--- src/rtl/rpsc_interlock_latch.sv ---
// RF-permit interlock: per-channel fault debounce and sticky latch, first-fault capture,
// and a TRIP/HOLDOFF/PERMIT state machine gating the registered RF-permit line.
module rpsc_interlock_latch #(
    parameter int N_FAULT      = 5,
    parameter int DEBOUNCE_CYC = 4,
    parameter int HOLDOFF_CYC  = 16
) (
    input  logic               clk,
    input  logic               reset,
    input  logic [N_FAULT-1:0] fault_in,
    input  logic [N_FAULT-1:0] fault_mask,
    input  logic               g2_ok_b,
    input  logic               dr_amp_ok_b,
    input  logic               ack,
    output logic [N_FAULT-1:0] fault_latched,
    output logic [N_FAULT-1:0] first_fault,
    output logic               alarm_b,
    output logic               rf_perm_b,
    output logic [7:0]         trip_cnt
);

    localparam int DW = $clog2(DEBOUNCE_CYC + 1);
    localparam int HW = $clog2(HOLDOFF_CYC + 1);
    localparam logic [DW-1:0] DEB_MAX  = DW'(DEBOUNCE_CYC);
    localparam logic [DW-1:0] DEB_PRE  = DW'(DEBOUNCE_CYC - 1);
    localparam logic [DW-1:0] DEB_ONE  = DW'(1);
    localparam logic [HW-1:0] HOLD_MAX = HW'(HOLDOFF_CYC);
    localparam logic [HW-1:0] HOLD_ONE = HW'(1);

    typedef enum logic [1:0] {
        ST_TRIP    = 2'd0,
        ST_HOLDOFF = 2'd1,
        ST_PERMIT  = 2'd2
    } state_t;

    state_t               state_r, state_s;
    logic [HW-1:0]        hold_r, hold_s;
    logic [DW-1:0]        deb_r [N_FAULT];
    logic [DW-1:0]        deb_s [N_FAULT];
    logic [N_FAULT-1:0]   latched_r, latched_s;
    logic [N_FAULT-1:0]   first_r, first_s;
    logic [7:0]           cnt_r, cnt_s;
    logic                 alarm_r, alarm_s;
    logic                 rf_r, rf_s;
    logic [N_FAULT-1:0]   eff_s;
    logic [N_FAULT-1:0]   new_set_s;
    logic                 latch_evt_s;
    logic                 ack_ok_s;

    // Per-channel debounce counters and detection of bits latching on this edge
    always_comb begin
        eff_s     = fault_in & ~fault_mask;
        new_set_s = '0;
        for (int i = 0; i < N_FAULT; i++) begin
            if (eff_s[i]) begin
                deb_s[i]     = (deb_r[i] == DEB_MAX) ? deb_r[i] : deb_r[i] + DEB_ONE;
                new_set_s[i] = (deb_r[i] == DEB_PRE) & ~latched_r[i];
            end else begin
                deb_s[i]     = '0;
                new_set_s[i] = 1'b0;
            end
        end
        latch_evt_s = |new_set_s;
        // A latch on the same edge always beats an ack
        ack_ok_s    = (state_r == ST_TRIP) & ack & ~(|eff_s) & ~latch_evt_s;
    end

    // Next-state, holdoff, latch/first-fault/trip-count and output pre-computation
    always_comb begin
        state_s   = state_r;
        hold_s    = hold_r;
        latched_s = latched_r | new_set_s;
        first_s   = first_r;
        cnt_s     = cnt_r;
        case (state_r)
            ST_TRIP: begin
                if (ack_ok_s) begin
                    state_s   = ST_HOLDOFF;
                    hold_s    = HOLD_MAX;
                    latched_s = '0;
                    first_s   = '0;
                end else begin
                    state_s   = ST_TRIP;
                end
            end
            ST_HOLDOFF: begin
                if (latch_evt_s) begin
                    state_s = ST_TRIP;
                    first_s = new_set_s;
                    cnt_s   = (cnt_r == 8'hFF) ? cnt_r : cnt_r + 8'd1;
                end else if (hold_r <= HOLD_ONE) begin
                    state_s = ST_PERMIT;
                end else begin
                    hold_s  = hold_r - HOLD_ONE;
                end
            end
            ST_PERMIT: begin
                if (latch_evt_s) begin
                    state_s = ST_TRIP;
                    first_s = new_set_s;
                    cnt_s   = (cnt_r == 8'hFF) ? cnt_r : cnt_r + 8'd1;
                end else begin
                    state_s = ST_PERMIT;
                end
            end
            default: begin
                state_s = ST_HOLDOFF;
                hold_s  = HOLD_MAX;
            end
        endcase
        alarm_s = ~(|latched_s);
        rf_s    = (state_s != ST_PERMIT) | g2_ok_b | dr_amp_ok_b;
    end

    // State and output registers
    always_ff @(posedge clk) begin
        if (reset) begin
            state_r   <= ST_HOLDOFF;
            hold_r    <= HOLD_MAX;
            latched_r <= '0;
            first_r   <= '0;
            cnt_r     <= 8'd0;
            alarm_r   <= 1'b1;
            rf_r      <= 1'b1;
            for (int i = 0; i < N_FAULT; i++) begin
                deb_r[i] <= '0;
            end
        end else begin
            state_r   <= state_s;
            hold_r    <= hold_s;
            latched_r <= latched_s;
            first_r   <= first_s;
            cnt_r     <= cnt_s;
            alarm_r   <= alarm_s;
            rf_r      <= rf_s;
            for (int i = 0; i < N_FAULT; i++) begin
                deb_r[i] <= deb_s[i];
            end
        end
    end

    assign fault_latched = latched_r;
    assign first_fault   = first_r;
    assign alarm_b       = alarm_r;
    assign rf_perm_b     = rf_r;
    assign trip_cnt      = cnt_r;

endmodule

--- config.mk ---
export PLATFORM = sky130hd
export DESIGN_NAME = rpsc_interlock_latch
export DESIGN_NICKNAME = d
export VERILOG_FILES = /design/src/rtl/rpsc_interlock_latch.sv
export SDC_FILE = /design/constraint.sdc
export NUM_CORES = 1
export LEC_CHECK = 0
export ABC_AREA = 1
export BUFFER_PORTS_ARGS = -buffer_cell sky130_fd_sc_hd__buf_2
export CORE_ASPECT_RATIO = 1.2
export CORE_MARGIN = 2
export CORE_UTILIZATION = 56
export DETAILED_ROUTE_END_ITERATION = 10
export GPL_ROUTABILITY_DRIVEN = 1
export PLACE_DENSITY = 0.87
export SYNTH_ARGS = -nofsm -noshare
export SYNTH_HDL_FRONTEND = slang
export SYNTH_SLANG_ARGS = --single-unit
--- constraint.sdc ---
create_clock -name clk -period 2.1 [get_ports clk]
set_input_delay 0.42 -clock clk [delete_from_list [all_inputs] [get_ports clk]]
set_output_delay 0.42 -clock clk [all_outputs]
set_load 0.03 [all_outputs]
==> summary.md <==
| Metric | Value |
|---|---|
| Hold buffers post-CTS | `0` |
| Commonest non-fill, non-tap cell in the layout | `nand2_1` |
| Most Crowded Layer GR | `met2` |
| WL final | `4590 µm` |
| Row Count | `25` |
| Clk buf depth | `2` |
| Max rail drop VDD | `0.521 mV` |
| Antenna cells | `0` |
| Setup Skew | `7.30 ps` |
| Placed cell area | `2500 µm²` |
| Worst-skew pair later-pin latency | `300 ps` |
| Design Area, Final | `2610 µm²` |
| Critical path cell sequence | `ha_1, ha_1, inv_1, nor2_1, nand2_1, inv_1, nor2_1, nand3_1, nand2_1, nand3_1, nand2_1, nor2_1` |
| Status | `finished, final reports clean` |
| Syn nets | `359` |
| GRT overflow | `0` |
| Post-synthesis register bit count | `42` |
| DRT iter0 DRCs | `126` |
| Final Cycle Share | `83.7%` |
| Die Area | `4570 µm²` |
| F_max | `569 MHz` |
| Cell count after synthesis | `322` |
| Detailed-route via count | `2,075` |
| Final Hold Viols | `0` |
| Clock Sinks | `42` |
| Worst Path Max Fanout | `5` |
| Setup CP Type | `flop to flop` |
| H-tree depth | `2` |
| Hold slack | `296 ps` |
| Clock slew at reported path FFs | `80 ps` |
| Power, Total | `2.18 mW` |
| Sw Share | `34.1%` |
| Slowest cell on the critical path | `dfxtp_1` |
| Final #Nets | `398` |
| Max-cap violations | `0` |
| Total CTS buffers | `5` |
| CTS tree | `built` |
| Starting Density | `57.9%` |
| Largest delay contributor family on the critical path | `simple AND/OR/NAND/NOR gates` |
| DR vias/cell | `4.99` |
| NetSw | `0.743 mW` |
| Initial antenna violation count | `0` |
| Worst stage delay on the critical path | `330 ps` |
| Setup TNS | `0 ps` |
| Met3 Use GR | `5.46%` |
| Post-DP HPWL | `3480 µm` |
| Sequential area share after synthesis | `37.2%` |
| Worst slew pin tran | `350 ps` |
| Util after Layout | `66.7%` |
| Number of global-route vias before repair | `1,928` |
| Drt wl/cell | `11.0 µm` |
| Layout cells sized above 1 | `14.1%` |
| GRT met1 Usage | `24.8%` |
| Port bufs | `34` |
| Post-CTS Setup Bufs | `0` |
| Hold Crit Class | `input pin to flop` |
| Most frequent cells in the layout | `nand2_1 (72), inv_1 (53), nor2_1 (46), dfxtp_1 (42), buf_2 (34)` |
| Slew Limit Headroom | `76.4%` |
| Die Height | `73.6 µm` |
| Layout overhead on the synthesized area | `15.2%` |
| First-pass GRT wire length | `7710 µm` |
| Synthesized area | `2260 µm²` |
| Synth warn | `0` |
| Largest net degree at the start of global routing | `22` |
| CORE AREA | `3910 µm²` |
| WP buf/inv | `2` |
| Final setup violation count | `0` |
| WP data required | `2290 ps` |
| Post-synth cell types | `25` |
| Comb pwr share | `30.7%` |
| Final std cells w/o fill | `416` |
| Final WS setup | `343 ps` |
| Max Slew Vio Count | `0` |
| Routing usage on met2 | `38.7%` |
| Crit end category | `flop` |
| Number of instances resized during post-cts repair | `0` |
| Sequential power share | `41.4%` |
| Initial DRT Pass Iterations | `4` |
| DRC errors left | `0` |
| Io pins | `35` |
| Root Buffer | `clkbuf_8` |
| Final min period | `1760 ps` |
| Routed Antenna Nets | `0` |
| RSZ-0062 raised after global routing | `false` |
| Die W | `62.0 µm` |
| Pre-CTS setup slack | `365 ps` |
| Power per standard cell area | `837 nW/µm²` |
| Worst setup SP type | `flop` |
| P_int | `1.44 mW` |
| Critical Path AT | `1950 ps` |
| Final Wtd Congestion | `0.864` |
| Gr usage total | `22.4%` |
| Clock network fraction of total power | `27.9%` |
| Mean Syn Cell Area | `7.03 µm²` |
| Placed insts | `408` |
| Lkg Pwr | `1.33 nW` |
## registers in the layout (all words and copies together), names as in the netlist
register	count
hold_r	5
deb_r	15
fault_latched	5
alarm_b	1
trip_cnt	8
rf_perm_b	1
state_r	2
first_fault	5
## worst paths after layout
check                                   start                     endpoint  slack (ps)  cells after the start
setup / recovery    deb_r[0][12]$_SDFFE_PP0P_       hold_r[1]$_SDFFE_PP0P_         340                     12
hold / removal                    dr_amp_ok_b         rf_perm_b$_SDFF_PP1_         300                      3
setup reg to reg    deb_r[0][12]$_SDFFE_PP0P_       hold_r[1]$_SDFFE_PP0P_         340                     12
hold reg to reg   first_fault[1]$_SDFFE_PP0P_  first_fault[1]$_SDFFE_PP0P_         460                      2
## power groups by stage
stage / clock [mW] / combinational, mW / sequential, mW
global placement: 0 / 0.638 / 0.920
finish: 0.608 / 0.670 / 0.904
global route: 0.653 / 0.769 / 0.913
detailed placement: 0 / 0.652 / 0.922
CTS: 0.622 / 0.664 / 0.904
floorplan: 0 / 0.535 / 0.912
## logic make-up (layout without fill, tap and decap cells)
group | after synthesis | in the layout | share of synthesized area (%)
and+or+nand+nor | 149 | 149 | 27.5
buffers and inverters | 58 | 98 | 9.62
AOI/OAI and AO/OA | 44 | 44 | 10.8
DFF | 42 | 42 | 37.2
adders and majority gates | 22 | 22 | 12.2
xor gates and xnor gates | 7 | 7 | 2.71
## layer usage
layer	wire [µm]	up-vias
met2	2360	41
li1	-	1088
met5	0	-
met4	94	0
met1	1950	937
met3	185	9
## worst register-to-register path: stages, from the launching register on
cell and delay (ps):
dfxtp_1 330, ha_1 210, ha_1 190, inv_1 50
nor2_1 30, nand2_1 110, inv_1 60, nor2_1 150
nand3_1 120, nand2_1 190, nand3_1 100, nand2_1 80
nor2_1 30
## synthesized netlist by cell type
cell type | number | share of area, %
nor3_1 | 2 | 0.44
nand3_1 | 13 | 2.9
o21bai_1 | 2 | 0.66
dfxtp_1 | 42 | 37
a211oi_1 | 5 | 1.7
inv_1 | 53 | 8.8
clkbuf_1 | 2 | 0.33
a21oi_2 | 1 | 0.39
inv_2 | 1 | 0.17
nand3_2 | 1 | 0.44
xnor2_1 | 4 | 1.5
or2_2 | 2 | 0.55
nor3b_1 | 1 | 0.33
nand4_1 | 8 | 2.2
ha_1 | 22 | 12
nand2_2 | 3 | 0.83
o21ai_0 | 10 | 2.2
clkinv_1 | 1 | 0.17
a21oi_1 | 25 | 5.5
xor2_1 | 3 | 1.2
a21boi_0 | 1 | 0.33
and2_1 | 1 | 0.28
buf_1 | 1 | 0.17
nor2_1 | 46 | 7.6
nand2_1 | 72 | 12
## area by class of cell
| class | count | area, µm² |
|---|---|---|
| Fill cell | 347 | 1300 |
| Multi-Input combinational cell | 222 | 1200 |
| Clock buffer | 8 | 110 |
| Timing Repair Buffer | 35 | 178 |
| Tap cell | 54 | 67.6 |
| Inverter | 55 | 206 |
| Sequential cell | 42 | 841 |
(Power assumes the default switching activity.)
